File: src/rtl/demo_chan_regbank.sv
// demo_chan_regbank: Wishbone-classic register bank of NCHAN channel blocks plus a read-only RAM window.
// Define DEMO_CHAN_REGBANK_ERR_EN to answer unmapped accesses with wb_err_o instead of a zero-data ack.
module demo_chan_regbank #(
  parameter int          NCHAN      = 4,
  parameter int          ADDR_W     = 14,
  parameter logic [31:0] PRESET_VAL = 32'h00000123,
  parameter int          RAM_DEPTH  = 16,
  localparam int         RW         = RAM_DEPTH > 1 ? $clog2(RAM_DEPTH) : 1
) (
  input  logic                  clk_i,
  input  logic                  rst_n_i,
  input  logic                  wb_cyc_i,
  input  logic                  wb_stb_i,
  input  logic                  wb_we_i,
  input  logic [ADDR_W-1:0]     wb_adr_i,
  input  logic [3:0]            wb_sel_i,
  input  logic [31:0]           wb_dat_i,
  output logic                  wb_ack_o,
  output logic                  wb_err_o,
  output logic [31:0]           wb_dat_o,
  output logic [NCHAN-1:0]      ctrl_en_o,
  output logic [4*NCHAN-1:0]    ctrl_mode_o,
  output logic [3*NCHAN-1:0]    ctrl_sel_o,
  output logic [32*NCHAN-1:0]   preset_o,
  output logic [NCHAN-1:0]      cmd_pulse_o,
  output logic [8*NCHAN-1:0]    cmd_code_o,
  input  logic [32*NCHAN-1:0]   status_i,
  input  logic                  ram_we_i,
  input  logic [RW-1:0]         ram_adr_i,
  input  logic [31:0]           ram_dat_i
);
`ifdef DEMO_CHAN_REGBANK_ERR_EN
  localparam bit ERR_EN = 1'b1;
`else
  localparam bit ERR_EN = 1'b0;
`endif
  typedef enum logic [1:0] {IDLE, RAMRD, RESP} state_t;
  state_t              state;
  logic [31:0]         mem [RAM_DEPTH];
  logic [31:0]         ram_q;
  logic [31:0]         reg_rd;
  logic [ADDR_W-5:0]   ch, l_ch;
  logic [1:0]          off, l_off;
  logic                is_ram, hit, req;
  logic                l_ram, l_hit, l_we;
  logic [3:0]          l_sel;
  logic [31:0]         l_dat;
  logic                unused_ok;
  assign unused_ok = ^wb_adr_i[1:0];
  assign ch        = wb_adr_i[ADDR_W-2:4];
  assign off       = wb_adr_i[3:2];
  assign is_ram    = wb_adr_i[ADDR_W-1];
  assign hit       = is_ram ? 32'(wb_adr_i[ADDR_W-2:2]) < RAM_DEPTH : 32'(ch) < NCHAN;
  assign req       = state == IDLE && wb_cyc_i && wb_stb_i;
  always_comb begin
    reg_rd = '0;
    for (int c = 0; c < NCHAN; c++)
      if (32'(ch) == c)
        reg_rd = off == 2'd0 ? {21'd0, ctrl_sel_o[3*c +: 3], ctrl_mode_o[4*c +: 4], 3'd0, ctrl_en_o[c]} :
                 off == 2'd1 ? preset_o[32*c +: 32] :
                 off == 2'd2 ? status_i[32*c +: 32] : '0;
  end
  // RAM is read-first and unreset; the bus read is captured on the cycle the strobe is taken.
  always_ff @(posedge clk_i) begin
    if (ram_we_i) mem[ram_adr_i] <= ram_dat_i;
    if (req) ram_q <= mem[wb_adr_i[RW+1:2]];
  end
  always_ff @(posedge clk_i) begin
    if (!rst_n_i) begin
      state       <= IDLE;
      wb_ack_o    <= 1'b0;
      wb_err_o    <= 1'b0;
      wb_dat_o    <= '0;
      ctrl_en_o   <= '0;
      ctrl_mode_o <= '0;
      ctrl_sel_o  <= {NCHAN{3'h2}};
      preset_o    <= {NCHAN{PRESET_VAL}};
      cmd_pulse_o <= '0;
      cmd_code_o  <= '0;
      l_ch        <= '0;
      l_off       <= '0;
      l_ram       <= 1'b0;
      l_hit       <= 1'b0;
      l_we        <= 1'b0;
      l_sel       <= '0;
      l_dat       <= '0;
    end else begin
      wb_ack_o    <= 1'b0;
      wb_err_o    <= 1'b0;
      wb_dat_o    <= '0;
      cmd_pulse_o <= '0;
      case (state)
        IDLE: if (req) begin
          l_ch  <= ch;
          l_off <= off;
          l_ram <= is_ram;
          l_hit <= hit;
          l_we  <= wb_we_i;
          l_sel <= wb_sel_i;
          l_dat <= wb_dat_i;
          if (hit && is_ram && !wb_we_i) state <= RAMRD;
          else begin
            state    <= RESP;
            wb_ack_o <= hit || !ERR_EN;
            wb_err_o <= ERR_EN && !hit;
            wb_dat_o <= hit && !is_ram && !wb_we_i ? reg_rd : '0;
          end
        end
        RAMRD: if (!wb_cyc_i) state <= IDLE;
        else begin
          state    <= RESP;
          wb_ack_o <= 1'b1;
          wb_dat_o <= ram_q;
        end
        RESP: begin
          state <= IDLE;
          for (int c = 0; c < NCHAN; c++)
            if (l_we && l_hit && !l_ram && 32'(l_ch) == c) begin
              if (l_off == 2'd0 && l_sel[0]) begin
                ctrl_en_o[c]          <= l_dat[0];
                ctrl_mode_o[4*c +: 4] <= l_dat[7:4];
              end
              if (l_off == 2'd0 && l_sel[1]) ctrl_sel_o[3*c +: 3] <= l_dat[10:8];
              for (int b = 0; b < 4; b++)
                if (l_off == 2'd1 && l_sel[b]) preset_o[32*c+8*b +: 8] <= l_dat[8*b +: 8];
              if (l_off == 2'd3) begin
                cmd_pulse_o[c] <= 1'b1;
                if (l_sel[0]) cmd_code_o[8*c +: 8] <= l_dat[7:0];
              end
            end
        end
        default: state <= IDLE;
      endcase
    end
  end
endmodule

File: config.mk
export PLATFORM = sky130hd
export DESIGN_NAME = demo_chan_regbank
export DESIGN_NICKNAME = d
export VERILOG_FILES = /design/src/rtl/demo_chan_regbank.sv
export SDC_FILE = /design/constraint.sdc
export NUM_CORES = 1
export LEC_CHECK = 0
export ABC_AREA = 1
export CAP_MARGIN = 20
export CORE_MARGIN = 10
export CORE_UTILIZATION = 29
export CTS_CLUSTER_DIAMETER = 60
export DETAILED_ROUTE_END_ITERATION = 8
export DONT_BUFFER_PORTS = 1
export MAX_ROUTING_LAYER = met4
export PLACE_DENSITY = 0.53
export REMOVE_ABC_BUFFERS = 1
export SETUP_SLACK_MARGIN = 0.15
export SYNTH_ARGS = -nofsm -noshare
export SYNTH_HDL_FRONTEND = slang
export SYNTH_SLANG_ARGS = --single-unit
export TNS_END_PERCENT = 30
File: constraint.sdc
create_clock -name clk_i -period 2.9 [get_ports clk_i]
set_input_delay 0.29 -clock clk_i [delete_from_list [all_inputs] [get_ports clk_i]]
set_output_delay 0.29 -clock clk_i [all_outputs]
set_load 0.02 [all_outputs]
# Yosys cells after proc, flatten, opt, wreduce, memory -nomap -nowiden
# Memories as Yosys holds them, arrays and structs flattened. A register that Yosys moved wholly into a read port is not among the register bits.
# Index checks and enable logic that the tools add are counted.
[totals]
input_bits = 220
wordCells = 154
mem_bits_rw = 512
output_inout_bits = 230
memories = 1
regBits = 281
[mem_list]
columns = ["name", "depth", "word_bits", "rd", "rd_ports_with_merged_regs", "wr", "line", "source"]
rows = [
  ["mem", 16, 32, 1, 1, 1, "39", "logic [31:0] mem [RAM_DEPTH];"],
]
[classes]
mux = 33
n_eq_ne = 13
n_reduce_logical = 59
magnitude_cmp = 2
[ops]
columns = ["op", "n"]
rows = [
  ["32-bit two-way mux", 20],
  ["3-bit AND reduction", 28],
  ["32-bit case mux with 2 select lines", 1],
  ["9-bit by 2-bit equality test with 1-bit output, second input constant", 4],
  ["10-bit zero test", 2],
  ["9-bit by 1-bit equality test with 1-bit output, second input constant", 2],
  ["1-bit logical AND", 18],
  ["4-bit AND reduction", 4],
  ["11-bit by 5-bit < comparator with 1-bit output, second input constant", 1],
  ["9-bit by 3-bit < comparator with 1-bit output, second input constant", 1],
  ["1-bit two-way mux", 7],
  ["2-bit by 1-bit equality test with 1-bit output, second input constant", 3],
  ["2-bit equality test, second input constant", 3],
  ["2-bit zero test", 3],
  ["2-bit two-way mux", 3],
  ["2-bit case mux with 2 select lines", 1],
  ["1-bit zero test", 3],
  ["2-bit inequality test, second input constant", 1],
  ["1-bit case mux with 2 select lines", 1],
  ["2-bit AND reduction", 1],
]

# Depth between registers and ports, before layout
# Gate-level depths: netlist of run 1.
[logic_depth]
ltp_word = 12
mapped_depth = 12
mapped_depth_nobuf = 10

# Worst setup path after synthesis of run 1
# Ideal clock, no wire load.
[synth_timing]
kind = "input port to flip-flop"
start = "input ram_adr_i[2]"
end = "memory mem[10][0] (enable)"
arrival_time_ns = 1.862
stages = 2
setup_slack_ns = 0.617
path_cell_list = "nand3b_1 -> nor2_1"
[synth_rtl]
columns = ["element", "line", "source"]
rows = [
  ["from (decl)", "29", "input logic [RW-1:0] ram_adr_i,"],
  ["to (decl)", "39", ""],
]
# No word-level cell before the write port.

# Worst setup path in the final report of run 1
[layout_timing]
start = "register l_ch[3]"
end = "register cmd_code_o[13]"
[layout_between]
elab_chain_cells = 3
[layout_rtl]
columns = ["element", "line", "source"]
rows = [
  ["from (decl)", "42", "logic [ADDR_W-5:0] ch, l_ch;"],
  ["from (signal assigned)", "94", "l_ch <= ch;"],
  ["9-bit by 1-bit equality test with 1-bit output", "118", "if (l_we && l_hit && !l_ram && 32'(l_ch) == c) begin"],
  ["1-bit logical AND", "118", ""],
  ["4-bit AND reduction (no source line)", "n/a", ""],
  ["to (signal, indexed assignment)", "128", "if (l_sel[0]) cmd_code_o[8*c +: 8] <= l_dat[7:0];"],
  ["to (decl)", "26", "output logic [8*NCHAN-1:0] cmd_code_o,"],
]
# No other way between the ends.
# A chain may end at the register's enable or synchronous reset.

==> impl_metrics.toml, run 1 <==
[run]
maxCapViolCount = 0

[die]
dieArea_um2 = 129000
core_um2 = 114000
initial_core_util_pct = 29.2
die_h_um = 359
pin_count = 450
dieWidth_um = 359
rows = 124

[yosys]
ys_seq_area_share_pct = 65.7
synth_top_flop_cell = "edfxtp_1"
yosys-top-cells-area = "edfxtp_1 (49%), dfxtp_1 (17%), o21ai_0 (9.0%)"
yosysWarnings = 0
synth_most_common_cell = "nand2_1"
synth_edf_count = 544
avgSynthCellArea_um2 = 9.86
async_reset_ff_share_pct = 0
synth_top_area_cell = "edfxtp_1"
netlist_area_um2 = 33400
netlist.area_leader.share_pct = 48.9
synth_cells = 3388
ys_ff_latch = 825
synth.top_cells.by_count = "nand2_1 (611), o21ai_0 (598), edfxtp_1 (544), nor2_1 (431), inv_1 (292)"
synth_cell_type_count = 30

[sta]
rsz0062_at_grt = "true"
final_hold_viol_count = 0
slew_headroom_pct = 38.9
final-setup-viol-count = 0
fmaxAchievable_mhz = 375
finalCriticalPeriod_ps = 2660
fin_skew_ps = 54.4
maxSlewViolCount = 0
worst_pin_slew_ps = 917
period_share_pct = 91.9

[placed_design]
hpwl_um = 74900
postPlaceCellArea_um2 = 35500
numPortBuffers = 0
dp.cells = 4785
place_congestion = 0.857

[global_routing]
met2_usage_pct = 29.4
antenna_found_initial = 25
met1_usage_pct = 23.0
grt_pass1_wl_um = 173000
grt_busiest_layer = "met2"
gr-usage-met3_pct = 4.00
overflow = 0
grt_usage_pct = 18.3
grt_max_degree = 208
grt_pass1_vias = 23845

[clock_network]
cts_setup_buffers = 0
cts_num_sinks = 825
insertion_delay_ps = 670
tritoncts = "yes"
cts_buffer_depth = 3
clk_pin_slew_ps = 60
htree_levels = 3
numCtsBuffers = 91
root_buffer = "clkbuf_16"

[critical_path]
startpoint_type = "flop"
r2r_cells = 8
crit_required_ps = 3440
worstPathMaxFanout = 16
critPathKind = "flop to flop"
arrival_ps = 3200
critPathCaptureType = "flop"

[power]
p_int_uw = 19700
irDropWorstVdd_v = 0.000429
powerDensity_nw_per_um2 = 646
leakagePower_uw = 0.0139
p_clk_share_pct = 44.7
combPwrFrac_pct = 5.3
switchingPower_uw = 5990
p_seq_share_pct = 50.0
power.share.switching_pct = 23.3

[min_path]
hp-class = "input pin to flop"
hold_depth = 5

[detailed_routing]
wl_per_cell_um = 23.6
firstDrtPassIters = 6
ant_nets = 0
drc = 0
first_iter_violations = 2745
drt-total-wl_um = 120000
via_per_inst = 4.94
vias = 25202

[cells_and_area]
fillers = 11467
drive_gt1_share_pct = 7.20
final_area_um2 = 39800
nets = 3710
syn_to_final_growth_pct = 19.2
stdcell_count = 5100

[outcome]
status = "finished clean"
per-layer routing:
metal  vias up  part of all wire [%]
met5         -                     0
met4         0                   2.5
li1      11806                     -
met2       974                    48
met3       189                   7.9
met1     12233                    42
timing repair:
item | 4_1_cts | 5_1_grt
setup endpoints to repair | 0 | 12
hold buffers | 124 | 0
gates resized for setup | 0 | 1
endpoints found under the hold margin | 763 | 0
sequential cells by signal (all words and copies together) (netlist names), 9 cells and up:
signal	count
ram_q	32
cmd_code_o	32
wb_dat_o	32
preset_o	128
l_ch	9
ctrl_sel_o	12
ctrl_mode_o	16
mem	512
l_dat	32
critical path, stage by stage (launching register included):
cell and delay [ps]:
dfxtp_1 290, inv_1 80, nand2_1 170, nor2_1 120
and3_1 460, nand2_1 500, o21ai_0 280, dlygate4sd3_1 570
a21oi_1 40
power by group through the flow:
stage                     Sequential [uW]  Clock (uW)  Combinational, uW
after floorplan                     13100           0                654
after global placement              13100           0               1060
after detailed placement            13100           0               1060
after CTS                           12900       11700               1350
after global routing                12900       12200               1500
final                               12900       11500               1350
area by class of cell:
cell class	count	area (um2)	area share (%)
diodes	19	47.5	0.119
clock buffers	129	2540	6.37
clock inverters	43	452	1.13
inverters	299	1130	2.83
multi-input cells	2063	9690	24.3
flip-flops and latches	825	22000	55.1
well taps	1512	1890	4.75
repair buffers	210	2140	5.38
path summary, 6_finish.rpt:
check / startpoint / to / slack, ps
setup / recovery: l_ch[3]$_SDFFE_PN0P_ / cmd_code_o[13]$_SDFFE_PN0P_ / 240
hold / removal: wb_we_i / wb_dat_o[0]$_SDFF_PN0_ / 40
setup reg to reg: l_ch[3]$_SDFFE_PN0P_ / cmd_code_o[13]$_SDFFE_PN0P_ / 240
hold reg to reg: l_ram$_SDFFE_PN0P_ / l_ram$_SDFFE_PN0P_ / 480
logic make-up (layout without fill, tap and decap cells):
group | after synthesis | after routing | synth area share (%)
other | 1 | 20 | 0.0112
flip-flops | 825 | 825 | 65.7
buffers and inverters | 500 | 681 | 5.81
AO/OA/AOI/OAI | 908 | 908 | 14.8
AND/OR/NAND/NOR | 1154 | 1154 | 13.7
cell usage in the layout, fill, tap and decap left out, types with 11 or more instances in the layout:
cell	instances
nor2_1	414
nor2_4	19
dfxtp_1	281
a22oi_1	128
nand4_1	33
nor3_1	11
edfxtp_1	544
inv_1	289
a21oi_1	147
o21ai_0	598
nand2_1	609
buf_12	19
buf_4	67
clkbuf_16	93
clkbuf_1	27
diode_2	19
clkinv_1	14
nand3_1	50
clkinv_2	13
dlygate4sd3_1	123
o211ai_1	27
stage by stage:
stage	util (%)	total power, uW	hold slack, ps	setup TNS [ps]	worst slack [ps]
final	34.8	25700	36.7	0	236
after detailed placement	31.1	14200	390	0	354
after CTS	34.8	26000	1.42	0	254
after global placement	31.1	14200	390	0	393
after global routing	34.8	26500	61.9	0	68.7
after floorplan	-	13700	389	-194550	-4270
Note: power is estimated with default switching activity, not from simulation.
==> run 2, diff against run 1 <==
--- a/config.mk
+++ b/config.mk
@@ -12,7 +12,6 @@
 export CTS_CLUSTER_DIAMETER = 60
 export DETAILED_ROUTE_END_ITERATION = 8
 export DONT_BUFFER_PORTS = 1
-export MAX_ROUTING_LAYER = met4
 export PLACE_DENSITY = 0.53
 export REMOVE_ABC_BUFFERS = 1
 export SETUP_SLACK_MARGIN = 0.15
==> run 2 against run 1 <==
Effect of this change:
- critical path depth stayed put
- clock skew shrank 1.1 ps
- hold slack worse by 0.99 ps
- cell count shrank 0.16%
- die area did not move
- total power barely moved
- combinational power about the same
- critical endpoint unchanged
==> impl_metrics.toml, run 2 (synthesis results as in run 1) <==
[outcome]
status = "finished clean"

[clock_network]
cts_setup_buffers = 0
cts_num_sinks = 825
tritoncts = "yes"
numCtsBuffers = 91
htree_levels = 3
clk_pin_slew_ps = 60
root_buffer = "clkbuf_16"
insertion_delay_ps = 670
cts_buffer_depth = 3

[placed_design]
numPortBuffers = 0
place_congestion = 0.844
hpwl_um = 74900

[cells_and_area]
multiInputGateArea_um2 = 9690
top_register = "mem"
reg_top3 = "mem x512, preset_o x128"
largest_reg_flops = 512
regArea_um2 = 22000
layout_common_cells = "nand2_1 (609), o21ai_0 (598), edfxtp_1 (544), nor2_1 (414), inv_1 (289)"
nets = 3710
syn_to_final_growth_pct = 19.2
drive_gt1_share_pct = 7.20
fin_util_pct = 34.8
mostFrequentLayoutCell = "nand2_1"
fillers = 11464

[power]
leakagePower_uw = 0.0139
combPwrFrac_pct = 5.3
irDropWorstVdd_v = 0.000428
p_seq_share_pct = 50.0
power.share.switching_pct = 23.3
p_clk_share_pct = 44.7
switchingPower_uw = 5980
p_int_uw = 19700
powerDensity_nw_per_um2 = 646

[critical_path]
arrival_ps = 3200
critPathCaptureType = "flop"
critPathKind = "flop to flop"
worstPathMaxFanout = 16
crit_required_ps = 3440
startpoint_type = "flop"

[global_routing]
antenna_found_initial = 23
overflow = 0
grt_busiest_layer = "met2"
met2_usage_pct = 29.4
gr-usage-met3_pct = 4.05
grt_pass1_wl_um = 173000
grt_pass1_vias = 23872
grt_max_degree = 208
grt_usage_pct = 17.7
met1_usage_pct = 23.0

[detailed_routing]
first_iter_violations = 2660
wl_per_cell_um = 23.7
vias = 25262
drt-total-wl_um = 121000
drc = 0
firstDrtPassIters = 9
ant_nets = 0
via_per_inst = 4.96

[die]
core_um2 = 114000
dieWidth_um = 359
pin_count = 450
die_h_um = 359
dieArea_um2 = 129000
rows = 124
initial_core_util_pct = 29.2

[sta]
worst_pin_slew_ps = 840
slew_headroom_pct = 44.0
rsz0062_at_grt = "true"
fin_skew_ps = 53.3
maxSlewViolCount = 0
fin_tns_setup_ps = 0
final-setup-viol-count = 0
final_hold_viol_count = 0
finalCriticalPeriod_ps = 2660
period_share_pct = 91.6
fmaxAchievable_mhz = 377

[min_path]
hp-class = "input pin to flop"

[run]
maxCapViolCount = 0
-- run 2: changes by cell type in the layout (fill, tap and decap cells not counted), sizes merged --
cell,before,now
diode,19,11
-- run 2: layout make-up --
cell class              instances  share of cell area [%]
flip-flops and latches        825                    55.1
multi-input cells            2063                    24.3
clock buffers                 129                    6.38
repair buffers                210                    5.38
well taps                    1512                    4.75
inverters                     299                    2.83
clock inverters                43                    1.13
diodes                         11                  0.0691
-- run 2: worst max-delay path: stages (launching register included) --
cell and delay, ps:
dfxtp_1 290, inv_1 80, nand2_1 170, nor2_1 120
and3_1 460, nand2_1 500, o21ai_0 290, dlygate4sd3_1 580
a21oi_1 40
-- run 2: final timing paths --
check                           endpoint                  from  slack, ps  depth (start not counted)
max          cmd_code_o[13]$_SDFFE_PN0P_  l_ch[3]$_SDFFE_PN0P_        240                          8
min               wb_dat_o[0]$_SDFF_PN0_               wb_we_i         40                          5
max reg2reg  cmd_code_o[13]$_SDFFE_PN0P_  l_ch[3]$_SDFFE_PN0P_        240                          8
min reg2reg           l_ram$_SDFFE_PN0P_    l_ram$_SDFFE_PN0P_        470                          2
-- run 2: timing repair --
action	4_1_cts	5_1_grt
endpoints found under the hold margin	763	0
gates resized for setup	0	1
hold buffers	124	0
setup endpoints to repair	0	12
-- run 2: routing by layer --
| layer | vias to the layer above | part of all wire [%] |
|---|---|---|
| li1 | 11801 | - |
| met1 | 12306 | 42 |
| met2 | 933 | 47 |
| met3 | 208 | 7.7 |
| met4 | 14 | 2.6 |
| met5 | - | 0.064 |
-- run 2: power groups by stage --
stage / combinational (uW) / sequential (uW) / clock [uW]
3_5_place_dp: 1060 / 13100 / 0
5_1_grt: 1500 / 12900 / 12200
4_1_cts: 1350 / 12900 / 11700
6_report: 1350 / 12900 / 11500
2_1_floorplan: 654 / 13100 / 0
3_3_place_gp: 1060 / 13100 / 0
-- run 2: metrics by stage --
step                      area [um2]  worst slack (ps)  cells  hold WS, ps  total power (uW)
after detailed placement       35500               354   4785          390             14200
after global placement         35500               393   4785          390             14200
after CTS                      39800               254   5081         1.42             26000
after global routing           39800              65.3   5088         60.8             26500
final                          39800               244   5092         35.7             25700
after floorplan                32600             -4270   3187          389             13700
==> run 3, diff against run 2 <==
--- a/config.mk
+++ b/config.mk
@@ -12,7 +12,6 @@
 export CTS_CLUSTER_DIAMETER = 60
 export DETAILED_ROUTE_END_ITERATION = 8
 export DONT_BUFFER_PORTS = 1
-export PLACE_DENSITY = 0.53
 export REMOVE_ABC_BUFFERS = 1
 export SETUP_SLACK_MARGIN = 0.15
 export SYNTH_ARGS = -nofsm -noshare
==> run 3 against run 2 <==
Effect of this change:
- sequential share of layout area grew 0.26 points
- wire length shrank 0.75%
- sequential power is essentially flat
- sequential cell count is the same
- critical path type unchanged
==> impl_metrics.toml, run 3 (synthesis results as in run 1) <==
[critical_path]
startpoint_type = "flop"
crit_required_ps = 3490
worstPathMaxFanout = 23
crit_slowest_cell = "dlygate4sd3_1"
cp_num_buf_inv = 2
critPathKind = "flop to flop"
critPathCaptureType = "flop"
cp_cell_sequence = "nor2_1, nand3_4, dlygate4sd3_1, nor2_1, nand3_2, buf_12, nor2_1, o21ai_0, a21oi_1"
path_delay_family = "simple AND/OR/NAND/NOR gates"
cp_slowest_stage_delay_ps = 580
arrival_ps = 3330
path_common_cell = "nor2_1"

[detailed_routing]
drt-total-wl_um = 120000
vias = 25561
ant_nets = 0
via_per_inst = 5.05
first_iter_violations = 2711
firstDrtPassIters = 5
wl_per_cell_um = 23.6
drc = 0

[cells_and_area]
mostFrequentLayoutCell = "nand2_1"
nets = 3690
drive_gt1_share_pct = 6.82
largest_reg_flops = 512
top_register = "mem"
syn_to_final_growth_pct = 18.6
fillers = 11420
final_area_um2 = 39600
fin_util_pct = 34.7
layout_common_cells = "nand2_1 (607), o21ai_0 (598), edfxtp_1 (544), nor2_1 (414), inv_1 (289)"
reg_top3 = "mem x512, preset_o x128"

[die]
dieWidth_um = 359
rows = 124
die_h_um = 359
core_um2 = 114000
dieArea_um2 = 129000
pin_count = 450
initial_core_util_pct = 29.2

[sta]
slew_headroom_pct = 28.7
rsz0062_at_grt = "true"
period_share_pct = 94.2
worst_hold_slack_ps = 52.3
fin_tns_setup_ps = 0
final_hold_viol_count = 0
fin_skew_ps = 61.2
finalCriticalPeriod_ps = 2730
worst_pin_slew_ps = 1070
final-setup-viol-count = 0
fmaxAchievable_mhz = 366
maxSlewViolCount = 0

[power]
irDropWorstVdd_v = 0.000453
powerDensity_nw_per_um2 = 648
switchingPower_uw = 6000
p_seq_share_pct = 50.1
finalPower_uw = 25700
leakagePower_uw = 0.0138
combPwrFrac_pct = 5.1
p_clk_share_pct = 44.7
p_int_uw = 19700
power.share.switching_pct = 23.4

[placed_design]
numPortBuffers = 0
place_congestion = 0.882
postPlaceCellArea_um2 = 35400
hpwl_um = 73500

[clock_network]
cts_buffer_depth = 3
insertion_delay_ps = 680
tritoncts = "yes"
cts_setup_buffers = 0
clk_pin_slew_ps = 60
root_buffer = "clkbuf_16"
htree_levels = 3
numCtsBuffers = 93
cts_num_sinks = 825

[min_path]
hp-class = "input pin to flop"

[run]
maxCapViolCount = 0

[global_routing]
antenna_found_initial = 23
grt_max_degree = 206
grt_usage_pct = 17.6
grt_pass1_vias = 24362
overflow = 0
grt_pass1_wl_um = 172000

[outcome]
status = "finished clean"
[run 3: area by class of cell]
class	instances	area, um2	share of cell area (%)
Sequential cell	825	22000	55.4
Multi-Input combinational cell	2063	9690	24.5
Clock buffer	132	2600	6.55
Timing Repair Buffer	188	1950	4.92
Tap cell	1512	1890	4.77
Inverter	299	1130	2.84
Clock inverter	39	399	1.01
Antenna cell	7	17.5	0.0442
[run 3: worst reg2reg max path, stage by stage, from the launching register on]
cell	delay, ps
dfxtp_1	340
nor2_1	190
nand3_4	100
dlygate4sd3_1	580
nor2_1	200
nand3_2	260
buf_12	280
nor2_1	150
o21ai_0	310
a21oi_1	250
[run 3: path summary, 6_finish.rpt]
path	startpoint	endpoint	slack [ps]	cells past startpoint
min	status_i[88]	wb_dat_o[24]$_SDFF_PN0_	50	6
max reg2reg	state[1]$_SDFFE_PN0P_	wb_dat_o[31]$_SDFF_PN0_	170	9
max	state[1]$_SDFFE_PN0P_	wb_dat_o[31]$_SDFF_PN0_	170	9
min reg2reg	l_ch[0]$_SDFFE_PN0P_	l_ch[0]$_SDFFE_PN0P_	470	2
[run 3: layer usage]
layer  GRT usage [%]  part of all wire (%)  wire length [um]  up-vias
met5               0                 0.091               109        -
met1            22.5                    41             48800    12455
li1                -                     -                 -    11743
met2            28.8                    47             56600     1103
met3            4.24                   8.4             10100      242
met4            6.23                   3.4              4060       18
[run 3: metrics by stage]
stage | worst slack (ps) | cells
detailed placement | 426 | 4764
global placement | 452 | 4764
global route | 7.79 | 5060
finish | 167 | 5065
CTS | 164 | 5058
floorplan | -4270 | 3187
[run 3: power groups by stage]
stage               clock, uW  combinational (uW)  sequential (uW)
floorplan                   0                 654            13100
global placement            0                1020            13100
detailed placement          0                1030            13100
CTS                     11700                1320            12900
global route            12100                1450            12900
finish                  11500                1320            12900
[run 3: timing repair]
item,4_1_cts,5_1_grt
hold buffers,123,0
hold endpoints to repair,760,0
setup endpoints to repair,0,20
gates resized for setup,0,5
